### src/rtl/uart_mem_loader.sv
// UART program loader: receives 8N1 bytes, pairs them high-byte-first into
// 16-bit words and writes them to consecutive RAM addresses from 0x0000.
module uart_mem_loader #(
    parameter int unsigned CLK_HZ = 100_000_000,
    parameter int unsigned BAUD   = 115200
) (
    input  logic        clk,
    input  logic        reset,
    input  logic        rx,
    input  logic        load_en,
    output logic        mem_we,
    output logic [15:0] mem_addr,
    output logic [15:0] mem_din,
    output logic [15:0] word_count,
    output logic        busy,
    output logic        frame_err
);

    localparam int unsigned CLKS_PER_BIT = CLK_HZ / BAUD;
    localparam int unsigned HALF_BIT     = CLKS_PER_BIT / 2;
    localparam int unsigned TW           = $clog2(CLKS_PER_BIT + 1);

    typedef enum logic [2:0] {
        IDLE      = 3'd0,
        START     = 3'd1,
        DATA      = 3'd2,
        STOP      = 3'd3,
        WAIT_IDLE = 3'd4
    } state_e;

    // Byte phase: HI means the next valid byte is the high half of a word.
    localparam logic PH_HI = 1'b0;
    localparam logic PH_LO = 1'b1;

    state_e        state_q, state_d;
    logic [TW-1:0] timer_q, timer_d;
    logic [2:0]    bit_cnt_q, bit_cnt_d;
    logic [7:0]    shreg_q, shreg_d;
    logic [7:0]    hi_q, hi_d;
    logic          phase_q, phase_d;
    logic          byte_valid_q, byte_valid_d;
    logic          frame_err_q, frame_err_d;
    logic          mem_we_q, mem_we_d;
    logic [15:0]   mem_addr_q, mem_addr_d;
    logic [15:0]   mem_din_q, mem_din_d;
    logic [15:0]   word_count_q, word_count_d;
    logic          busy_q, busy_d;
    logic          load_en_q;
    logic          rx_meta_q, rx_s_q;
    logic          tick;

    // Two-flop synchronizer for the asynchronous serial input, idle high.
    always_ff @(posedge clk or posedge reset) begin
        if (reset) begin
            rx_meta_q <= 1'b1;
            rx_s_q    <= 1'b1;
        end else begin
            rx_meta_q <= rx;
            rx_s_q    <= rx_meta_q;
        end
    end

    // State and datapath registers.
    always_ff @(posedge clk or posedge reset) begin
        if (reset) begin
            state_q      <= IDLE;
            timer_q      <= '0;
            bit_cnt_q    <= '0;
            shreg_q      <= '0;
            hi_q         <= '0;
            phase_q      <= PH_HI;
            byte_valid_q <= 1'b0;
            frame_err_q  <= 1'b0;
            mem_we_q     <= 1'b0;
            mem_addr_q   <= '0;
            mem_din_q    <= '0;
            word_count_q <= '0;
            busy_q       <= 1'b0;
            load_en_q    <= 1'b0;
        end else begin
            state_q      <= state_d;
            timer_q      <= timer_d;
            bit_cnt_q    <= bit_cnt_d;
            shreg_q      <= shreg_d;
            hi_q         <= hi_d;
            phase_q      <= phase_d;
            byte_valid_q <= byte_valid_d;
            frame_err_q  <= frame_err_d;
            mem_we_q     <= mem_we_d;
            mem_addr_q   <= mem_addr_d;
            mem_din_q    <= mem_din_d;
            word_count_q <= word_count_d;
            busy_q       <= busy_d;
            load_en_q    <= load_en;
        end
    end

    assign tick = (timer_q <= TW'(1));

    // RX FSM, word assembly and load_en edge handling.
    always_comb begin
        state_d      = state_q;
        timer_d      = timer_q;
        bit_cnt_d    = bit_cnt_q;
        shreg_d      = shreg_q;
        hi_d         = hi_q;
        phase_d      = phase_q;
        byte_valid_d = 1'b0;
        frame_err_d  = frame_err_q;
        mem_we_d     = 1'b0;
        mem_addr_d   = mem_addr_q;
        mem_din_d    = mem_din_q;
        word_count_d = word_count_q;

        unique case (state_q)
            IDLE: begin
                if (!rx_s_q) begin
                    state_d = START;
                    timer_d = TW'(HALF_BIT);
                end
            end
            START: begin
                if (!tick) begin
                    timer_d = TW'(timer_q - TW'(1));
                end else if (!rx_s_q) begin
                    state_d   = DATA;
                    timer_d   = TW'(CLKS_PER_BIT);
                    bit_cnt_d = '0;
                end else begin
                    state_d = IDLE;
                end
            end
            DATA: begin
                if (!tick) begin
                    timer_d = TW'(timer_q - TW'(1));
                end else begin
                    shreg_d   = {rx_s_q, shreg_q[7:1]};
                    timer_d   = TW'(CLKS_PER_BIT);
                    bit_cnt_d = 3'(bit_cnt_q + 3'd1);
                    if (bit_cnt_q == 3'd7) begin
                        state_d = STOP;
                    end
                end
            end
            STOP: begin
                if (!tick) begin
                    timer_d = TW'(timer_q - TW'(1));
                end else if (rx_s_q) begin
                    byte_valid_d = 1'b1;
                    state_d      = IDLE;
                end else begin
                    frame_err_d = 1'b1;
                    phase_d     = PH_HI;
                    state_d     = WAIT_IDLE;
                end
            end
            WAIT_IDLE: begin
                if (rx_s_q) begin
                    state_d = IDLE;
                end
            end
            default: state_d = IDLE;
        endcase

        // Pointer advances the cycle after the write strobe.
        if (mem_we_q) begin
            mem_addr_d = 16'(mem_addr_q + 16'd1);
            if (word_count_q != 16'hFFFF) begin
                word_count_d = 16'(word_count_q + 16'd1);
            end
        end

        if (byte_valid_q && load_en) begin
            if (phase_q == PH_HI) begin
                hi_d    = shreg_q;
                phase_d = PH_LO;
            end else begin
                mem_din_d = {hi_q, shreg_q};
                mem_we_d  = 1'b1;
                phase_d   = PH_HI;
            end
        end

        // A new load session restarts the pointer; a byte landing now is a HI byte.
        if (load_en && !load_en_q) begin
            mem_addr_d   = '0;
            word_count_d = '0;
            frame_err_d  = 1'b0;
            mem_we_d     = 1'b0;
            phase_d      = PH_HI;
            if (byte_valid_q) begin
                hi_d    = shreg_q;
                phase_d = PH_LO;
            end
        end

        if (!load_en && load_en_q) begin
            phase_d = PH_HI;
        end

        busy_d = (state_d != IDLE) || (phase_d == PH_LO);
    end

    assign mem_we     = mem_we_q;
    assign mem_addr   = mem_addr_q;
    assign mem_din    = mem_din_q;
    assign word_count = word_count_q;
    assign busy       = busy_q;
    assign frame_err  = frame_err_q;

endmodule

### config.mk
export PLATFORM = sky130hd
export DESIGN_NAME = uart_mem_loader
export DESIGN_NICKNAME = d
export VERILOG_FILES = /design/src/rtl/uart_mem_loader.sv
export SDC_FILE = /design/constraint.sdc
export NUM_CORES = 1
export LEC_CHECK = 0
export CAP_MARGIN = 15
export CORE_MARGIN = 3
export CORE_UTILIZATION = 50
export CTS_CLUSTER_SIZE = 28
export DETAILED_ROUTE_END_ITERATION = 6
export PLACE_DENSITY = 0.76
export SETUP_SLACK_MARGIN = 0.4
export SLEW_MARGIN = 20
export SYNTH_ARGS = -nofsm -noshare
export SYNTH_HDL_FRONTEND = slang
export SYNTH_SLANG_ARGS = --single-unit
### constraint.sdc
create_clock -name clk -period 2.5 [get_ports clk]
set_input_delay 0.375 -clock clk [delete_from_list [all_inputs] [get_ports clk]]
set_output_delay 0.375 -clock clk [all_outputs]
set_load 0.01 [all_outputs]
# Word-level counts from Yosys, hierarchy flattened
# Cells that the tools add are included.
classes:
  addsub: 4
  order_cmp: 1
  n_eq_ne: 13
  muxes: 46
  n_reduce_logical: 20
ops:
  columns: ["operator", "count"]
  rows:
  - ["16-bit two-way mux", 5]
  - ["10-bit two-way mux", 5]
  - ["10-bit case mux with 4 select lines", 1]
  - ["16-bit by 1-bit adder with 16-bit output (second input constant)", 2]
  - ["8-bit two-way mux", 4]
  - ["3-bit two-way mux", 10]
  - ["1-bit two-way mux", 18]
  - ["16-bit != test (second input constant)", 1]
  - ["3-bit case mux with 5 select lines", 1]
  - ["10-bit by 1-bit <= comparator with 1-bit output (second input constant)", 1]
  - ["2-bit != test (second input constant)", 5]
  - ["2-bit nonzero test", 5]
  - ["10-bit by 1-bit subtractor with 10-bit output (second input constant)", 1]
  - ["4-bit AND reduction", 2]
  - ["3-bit by 2-bit == test with 1-bit output (second input constant)", 2]
  - ["3-bit == test (second input constant)", 2]
  - ["3-bit case mux with 2 select lines", 1]
  - ["2-bit AND reduction", 3]
  - ["4-bit nonzero test", 1]
  - ["3-bit by 1-bit adder with 3-bit output (second input constant)", 1]
  - ["3-bit by 1-bit == test with 1-bit output (second input constant)", 1]
  - ["1-bit logical AND", 3]
  - ["3-bit zero test", 1]
  - ["3-bit != test (second input constant)", 1]
  - ["other kinds (6)", 7]
totals:
  reg_bits: 88
  inputBits: 4
  wordCells: 100

# Logic depth before layout (Yosys ltp)
# Gate-level depths: netlist of run 1.
logic_depth:
  ltp_word: 7
  depth_mapped: 7

# Worst setup path after synthesis of run 1
# Ideal clock, no wire load.
synth_timing:
  path_kind: "register to register"
  from: "reg timer_q[0]"
  to: "reg shreg_q[0]"
  setup_time_ns: 0.128
  arrival_ns: 1.676
  t_required_ns: 2.372
  path_slack_ns: 0.696
  stages_incl_launch_ff: 7
  path_buffers: 1
  cell_sequence: "dfrtp_1 -> inv_1 -> ha_1 -> or2_1 -> nand4_1 -> buf_2 -> mux2_1"
synth_between:
  elab_chain_len: 2
synth_rtl:
  columns: ["item", "line_no", "rtl"]
  rows:
  - ["start: declaration", "36", "logic [TW-1:0] timer_q, timer_d;"]
  - ["start signal: assignment", "82", "timer_q <= timer_d;"]
  - ["10-bit by 1-bit <= comparator with 1-bit output", "98", "assign tick = (timer_q <= TW'(1));"]
  - ["2-bit AND reduction (no source line)", null, null]
  - ["end signal: assignment", "84", "shreg_q <= shreg_d;"]
  - ["end: declaration", "38", "logic [7:0] shreg_q, shreg_d;"]
# Every way passes these cells.
# A chain may end at the register's enable or synchronous reset.

# Worst setup path in the final report of run 1
layout_timing:
  from: "reg timer_q[6]"
  to: "reg timer_q[3]"
layout_between:
  elab_chain_len: 3
  elab_cells_between_ends: 7
layout_rtl:
  columns: ["item", "line_no"]
  rows:
  - ["10-bit by 1-bit <= comparator with 1-bit output (*)", "98"]
  - ["3-bit != test (no source line) (tied with other cells)", null]
  - ["4-bit AND reduction (no source line) or 10-bit case mux with 4 select lines (tied branches)", null]
# Mark *: on every way between the ends. The rest lies on a longest branch, timed or not.

==> out/results.txt, run 1 <==
# rows: 33
Final nets: 460
Endpoints failing hold: 0
Final Wtd Congestion: 0.841
Fmax: 501 MHz
Hold-fix buffers at CTS: 0
Initial antenna violation count: 0
Vias in the first global route: 3248
Async SR Flop Fraction: 1.00
Post-Syn Area: 4300 µm²
Syn_area_per_cell: 11.0 µm²
Area delta synth->final: 23.3%
Worst Hold Class: flip-flop to flip-flop
Grt ovf: 0
CTS Buf Count: 9
Reg2reg end: timer_q[3]
Largest net degree at the start of global routing: 32
Reg2Reg Depth: 4
Setup ws final: 506 ps
Yosys top cell area share: 0.501
Final Max Tran Viols: 0
Antenna-violating nets left: 0
Worst Path Arrival: 2240 ps
Post-synth EDFFs: 0
R2R setup slack: 510 ps
Hold WS: 361 ps
Clock Pin Slew Worst Setup and Hold Paths: 90 ps
Initial core utilization: 0.518
Hold Path Origin: rx_meta_q
# setup viols final: 0
Post-DP HPWL: 6590 µm
Min Clock Period, post-route: 1990 ps
RSZ-0062 raised after global routing: yes
Final design utilization: 0.638
Synth top area cells: dfrtp_1, mux2_2, a21oi_1
TritonRoute pass-1 iters: 5
Crit path launch type: flip-flop
Layout Cells excl Fill: 560
All-Layer GR Usage: 0.206
CTS tree: built
Total number of vias: 3402
Top_reg_cell synth: dfrtp_1
Number of DRC markers in iteration 0: 125
Warnings, synthesis: 0
Antenna diode count: 0
Avg WL per Cell: 17.1 µm
Drc violations: 0
Layout Skew: 12.9 ps
Slew @ Worst Pin: 701 ps
Vias/cell: 6.08
#FFs+latches synth: 88
MaxCap Viol Count: 0
First-pass GRT wire length: 16200 µm
Setup WS pre-CTS: 265 ps
Reg2Reg Launch Point: timer_q[6]
Die Y: 98.7 µm
Clock Path Buffers: 2
Leak Pwr: 2.31 nW
Die area: 9740 µm²
Area of the core: 8300 µm²
Layout cells sized above 1: 0.163
IO Count: 55
Post-Syn Instances: 389
Routed WL: 9550 µm
Crit end category: flip-flop
Clock latency on the worst-skew pair: 360 ps
Post-route design area: 5300 µm²
Hold path depth: 0
PwrDens: 529 nW/µm²
Min-Delay Endpoint: rx_s_q
Seq/Total Area, Yosys: 0.513
Post-synth top area cell: dfrtp_1
Mapped Nets: 399
Cell Area, Placed: 5000 µm²
CTS sink cnt: 88
Worst path required time: 2740 ps
Clk root buf: clkbuf_8
Unique masters post-synth: 63
Total power: 2.80 mW
Slew headroom: 0.532
Critical path type: flip-flop to flip-flop
Fin crit share: 0.798
Placed cells: 543
CTS H-tree lvls: 3
# port buffers: 54
Worst-case vdd ir drop: 0.353 mV
Chip width: 98.7 µm
Peak fanout along the critical path: 8
Result of the run: completed
Setup TNS: 0 ps
[registers in the layout, summed over array words and instances (netlist names), 3 cells and up]
signal	count
mem_din	16
mem_addr	16
shreg_q	8
bit_cnt_q	3
timer_q	10
state_q	3
hi_q	8
word_count	16
[kinds of logic after synthesis]
group	share of synthesized area
simple gates	0.192
flops	0.513
compound gates	0.136
mux	0.0886
buf+inv	0.0262
xor+xnor	0.0265
fa+ha+maj	0.0175
[critical path, stage by stage (launching register included)]
cell and delay (ps):
dfrtp_1 470, or4_4 590, nor3_4 410, nor3_1 120
a211o_1 280
[layout make-up]
class,count,area [µm²]
multi-input cells,272,2000
flip-flops and latches,88,2210
inverters,14,56.3
well taps,105,131
clock buffers,9,124
fillers,669,3000
repair buffers,65,636
clock inverters,7,146
[repair_timing]
action	in CTS	in global routing
pin swaps	1	0
endpoints found under the hold margin	0	0
resized for setup	0	4
setup endpoints to repair	3	11
setup buffers	1	0
[synthesized netlist by cell type, drive strengths merged (2+ instances only)]
cell type / instances
xnor2: 8
nor3: 8
a311oi: 3
mux2: 32
buf: 4
or4: 13
and4: 5
or2: 3
nor2b: 2
dfstp: 2
or3: 8
o22a: 2
dfrtp: 86
nand2: 18
nor3b: 5
clkbuf: 11
mux2i: 2
o21ai: 11
o31ai: 10
nand4: 17
nand3: 13
nand2b: 2
ha: 6
nor2: 25
a31oi: 4
o21a: 2
a211o: 3
o41ai: 2
nor4: 11
a21oi: 30
a211oi: 3
inv: 14
a221oi: 2
xor2: 5
and3: 3
a2111oi: 2
[report_power, final]
group | leakage (nW) | internal (mW) | total (mW) | switching (mW)
logic | 0.981 | 0.0149 | 0.0578 | 0.0429
clock network | 0.135 | 0.776 | 1.31 | 0.538
registers | 1.19 | 1.43 | 1.43 | 0.00377
[layout by cell type (no fill, tap or decap), drive strengths merged, types with 6 or more instances in the layout]
master / n
or4: 13
o31ai: 10
dfrtp: 86
ha: 6
nand2: 18
mux2: 32
nor3: 8
nand3: 13
inv: 16
nand4: 17
nor4: 11
buf: 11
o21ai: 11
a21oi: 30
nor2: 25
clkdlybuf4s50: 54
or3: 8
clkbuf: 9
xnor2: 8
[how the worst max path moves through the flow]
| stage | from | endpoint | slack (ps) | cells after the start |
|---|---|---|---|---|
| 2_1_floorplan | timer_q[0] | shreg_q[0] | 700 | 6 |
| 3_3_place_gp | load_en | word_count[9] | 360 | 5 |
| 3_5_place_dp | load_en | word_count[9] | 260 | 5 |
| 4_1_cts | mem_we | mem_we | 420 | 1 |
| 5_1_grt | timer_q[0] | timer_q[5] | 400 | 6 |
| 6_report | timer_q[6] | timer_q[3] | 510 | 4 |
[routing by layer]
layer,global-route usage,vias up,part of all wire
met2,0.332,115,0.50
met3,0.0474,13,0.049
li1,-,1592,-
met5,0,-,0
met1,0.275,1682,0.43
met4,0.0735,0,0.019
Power figures use the tool's default switching activity.
==> inputs of run 2 (changes only) <==
--- a/config.mk
+++ b/config.mk
@@ -7,10 +7,10 @@
 export LEC_CHECK = 0
 export CAP_MARGIN = 15
 export CORE_MARGIN = 3
-export CORE_UTILIZATION = 50
+export CORE_UTILIZATION = 55
 export CTS_CLUSTER_SIZE = 28
 export DETAILED_ROUTE_END_ITERATION = 6
-export PLACE_DENSITY = 0.76
+export PLACE_DENSITY = 0.79
 export SETUP_SLACK_MARGIN = 0.4
 export SLEW_MARGIN = 20
 export SYNTH_ARGS = -nofsm -noshare
==> constraint.sdc (replaced) <==
create_clock -name clk -period 1.9 [get_ports clk]
set_input_delay 0.285 -clock clk [delete_from_list [all_inputs] [get_ports clk]]
set_output_delay 0.285 -clock clk [all_outputs]
set_load 0.01 [all_outputs]
==> out/results.txt, run 2 (synthesized netlist as in run 1, its figures left out) <==
Result of the run: completed
Slew @ Worst Pin: 638 ps (-63.4 ps)
# setup viols final: 0 (unchanged)
Grt peak-use layer: met2
Grt ovf: 0 (unchanged)
Layout Skew: 14.2 ps (+1.33 ps)
Cell internal pwr: 2.42 mW (+9.3%)
# port buffers: 54 (unchanged)
Flop pwr share: 0.566 (+0.056)
Chip width: 94.4 µm (-4.4%)
Leak Pwr: 3.13 nW (+35%)
Worst path required time: 2200 ps (-540 ps)
Avg WL per Cell: 21.9 µm (+28%)
Hold path depth: 1 (+1)
Setup TNS: 0 ps (unchanged)
Crit path depth: 6 (+2)
Worst Hold Class: input port to flip-flop
Sw Ratio: 0.271 (+0.0625)
Routed WL: 14400 µm (+50%)
First-pass GRT wire length: 19500 µm (+20%)
Worst Path Arrival: 2160 ps (-80 ps)
Layout Cells excl Fill: 656 (+17%)
Peak fanout along the critical path: 4 (-4)
Buf/Inv on CP: 2 (+2)
Final Wtd Congestion: 0.895 (+6.4%)
CTS tree: built
Met2 track demand over resource: 0.473 (+0.141)
Grt met3 use: 0.0470 (-0.000405)
Die area: 8910 µm² (-8.6%)
Fmax: 537 MHz (+7.0%)
Area of the core: 7410 µm² (-11%)
Largest delay contributor family on the critical path: simple AND/OR/NAND/NOR gates
P_sw: 0.902 mW (+54%)
All-Layer GR Usage: 0.279 (+0.0729)
Most common cell after layout, fill and taps aside: buf_4
Min Clock Period, post-route: 1860 ps (-131 ps)
Area delta synth->final: 51.4%
Final nets: 562 (+22%)
Initial antenna violation count: 0 (unchanged)
Cell chain of the critical path: buf_4 > nor4_4 > buf_4 > nand3_4 > or4_1 > a21oi_1
Slew headroom: 0.573 (+0.0417)
Fin crit share: 0.981 (+0.183)
Drc violations: 0 (unchanged)
Antenna-violating nets left: 0 (unchanged)
Worst path most repeated cell: buf_4
Number of fill cells in the layout: 334 (-50%)
Combinational power share: 0.024 (+0.003)
Crit end category: flip-flop
CTS H-tree lvls: 3 (unchanged)
CTS sink cnt: 88 (unchanged)
Initial core utilization: 0.580 (+0.0622)
MaxCap Viol Count: 0 (unchanged)
PwrDens: 511 nW/µm² (-3.3%)
Met1 GRT Util: 0.353 (+0.0779)
Post-route design area: 6500 µm² (+23%)
Final design utilization: 0.878 (+0.240)
Hold WS: 315 ps (-46.4 ps)
Antenna diode count: 0 (unchanged)
Critical path type: flip-flop to flip-flop
Vias/cell: 6.45 (+6.2%)
RSZ-0062 raised after global routing: yes
TritonRoute pass-1 iters: 5 (unchanged)
CP max stage delay: 450 ps (-140 ps)
Worst-case vdd ir drop: 0.551 mV (+56%)
Clock Path Buffers: 2 (unchanged)
Post-DP HPWL: 6650 µm (+0.81%)
Crit path launch type: flip-flop
Clock Power Share: 0.410 (-0.059)
Reg2Reg Depth: 6 (+2)
Vias in the first global route: 3967 (+22%)
CP max-delay cell: dfrtp_2
CTS Buf Count: 9 (unchanged)
# rows: 31 (-6.1%)
Total number of vias: 4232 (+24%)
Endpoints failing hold: 0 (unchanged)
Cell Area, Placed: 5280 µm² (+5.5%)
Number of DRC markers in iteration 0: 287 (+130%)
Commonest cells after routing, fill and taps aside: buf_4, dfrtp_1, dlygate4sd2_1
Die Y: 94.4 µm (-4.4%)
Final Max Tran Viols: 0 (unchanged)
Largest net degree at the start of global routing: 89 (+180%)
Clock Pin Slew Worst Setup and Hold Paths: 100 ps (about the same)
Clk root buf: clkbuf_8
IO Count: 55 (unchanged)
Clock latency on the worst-skew pair: 370 ps (about the same)
Layout cells sized above 1: 0.481 (+0.319)
Placed cells: 555 (+2.2%)
[run 2: worst register-to-register path, delay by kind of cell (launching register included)]
family,cells,cell delay (ps)
AND/OR/NAND/NOR,3,850
AO/OA/AOI/OAI,1,160
buffers and inverters,2,330
flip-flops,1,450
[run 2: repair_timing]
item | 4_1_cts | 5_1_grt
resized for setup | 89 | 76
pin swaps | 22 | 37
cloned | 1 | 0
hold buffers | 0 | 0
endpoints found under the setup margin | 99 | 61
endpoints found under the hold margin | 0 | 0
buffers inserted | 63 | 21
[run 2: area by class of cell]
type,instances,area (µm²),share of cell area
multi-input cells,273,2470,0.380
flip-flops and latches,88,2230,0.343
repair buffers,166,1410,0.217
clock buffers,9,124,0.0190
well taps,99,124,0.0190
clock inverters,7,86.3,0.0133
inverters,14,56.3,0.00866
[run 2: power by group through the flow]
| stage | logic [mW] | clock network (mW) | registers [mW] |
|---|---|---|---|
| CTS | 0.0777 | 1.37 | 1.88 |
| global placement | 0.0760 | 0 | 1.92 |
| floorplan | 0.0472 | 0 | 1.91 |
| finish | 0.0799 | 1.36 | 1.88 |
| detailed placement | 0.0770 | 0 | 1.92 |
| global route | 0.0896 | 1.46 | 1.88 |
[run 2: final timing paths]
kind                                  from            to  slack, ps
worst max-delay path            timer_q[2]  bit_cnt_q[0]         40
worst min-delay path                    rx     rx_meta_q        310
min in group asynchronous            reset    mem_din[8]        370
worst min register to register   rx_meta_q        rx_s_q        360
max in group asynchronous            reset    timer_q[6]       1120
worst max register to register  timer_q[2]  bit_cnt_q[0]         40
[run 2: stage by stage]
step                      total power, mW  setup slack (ps)
after global placement               1.99              82.2
after floorplan                      1.96               116
after global routing                 3.44             -15.3
after detailed placement             2.00              58.5
final                                3.33              36.7
after CTS                            3.33               109
[run 2: per-layer routing]
layer,part of all wire,wire (µm)
met1,0.37,5370
met2,0.51,7370
met3,0.068,982
met4,0.045,640
met5,0,0
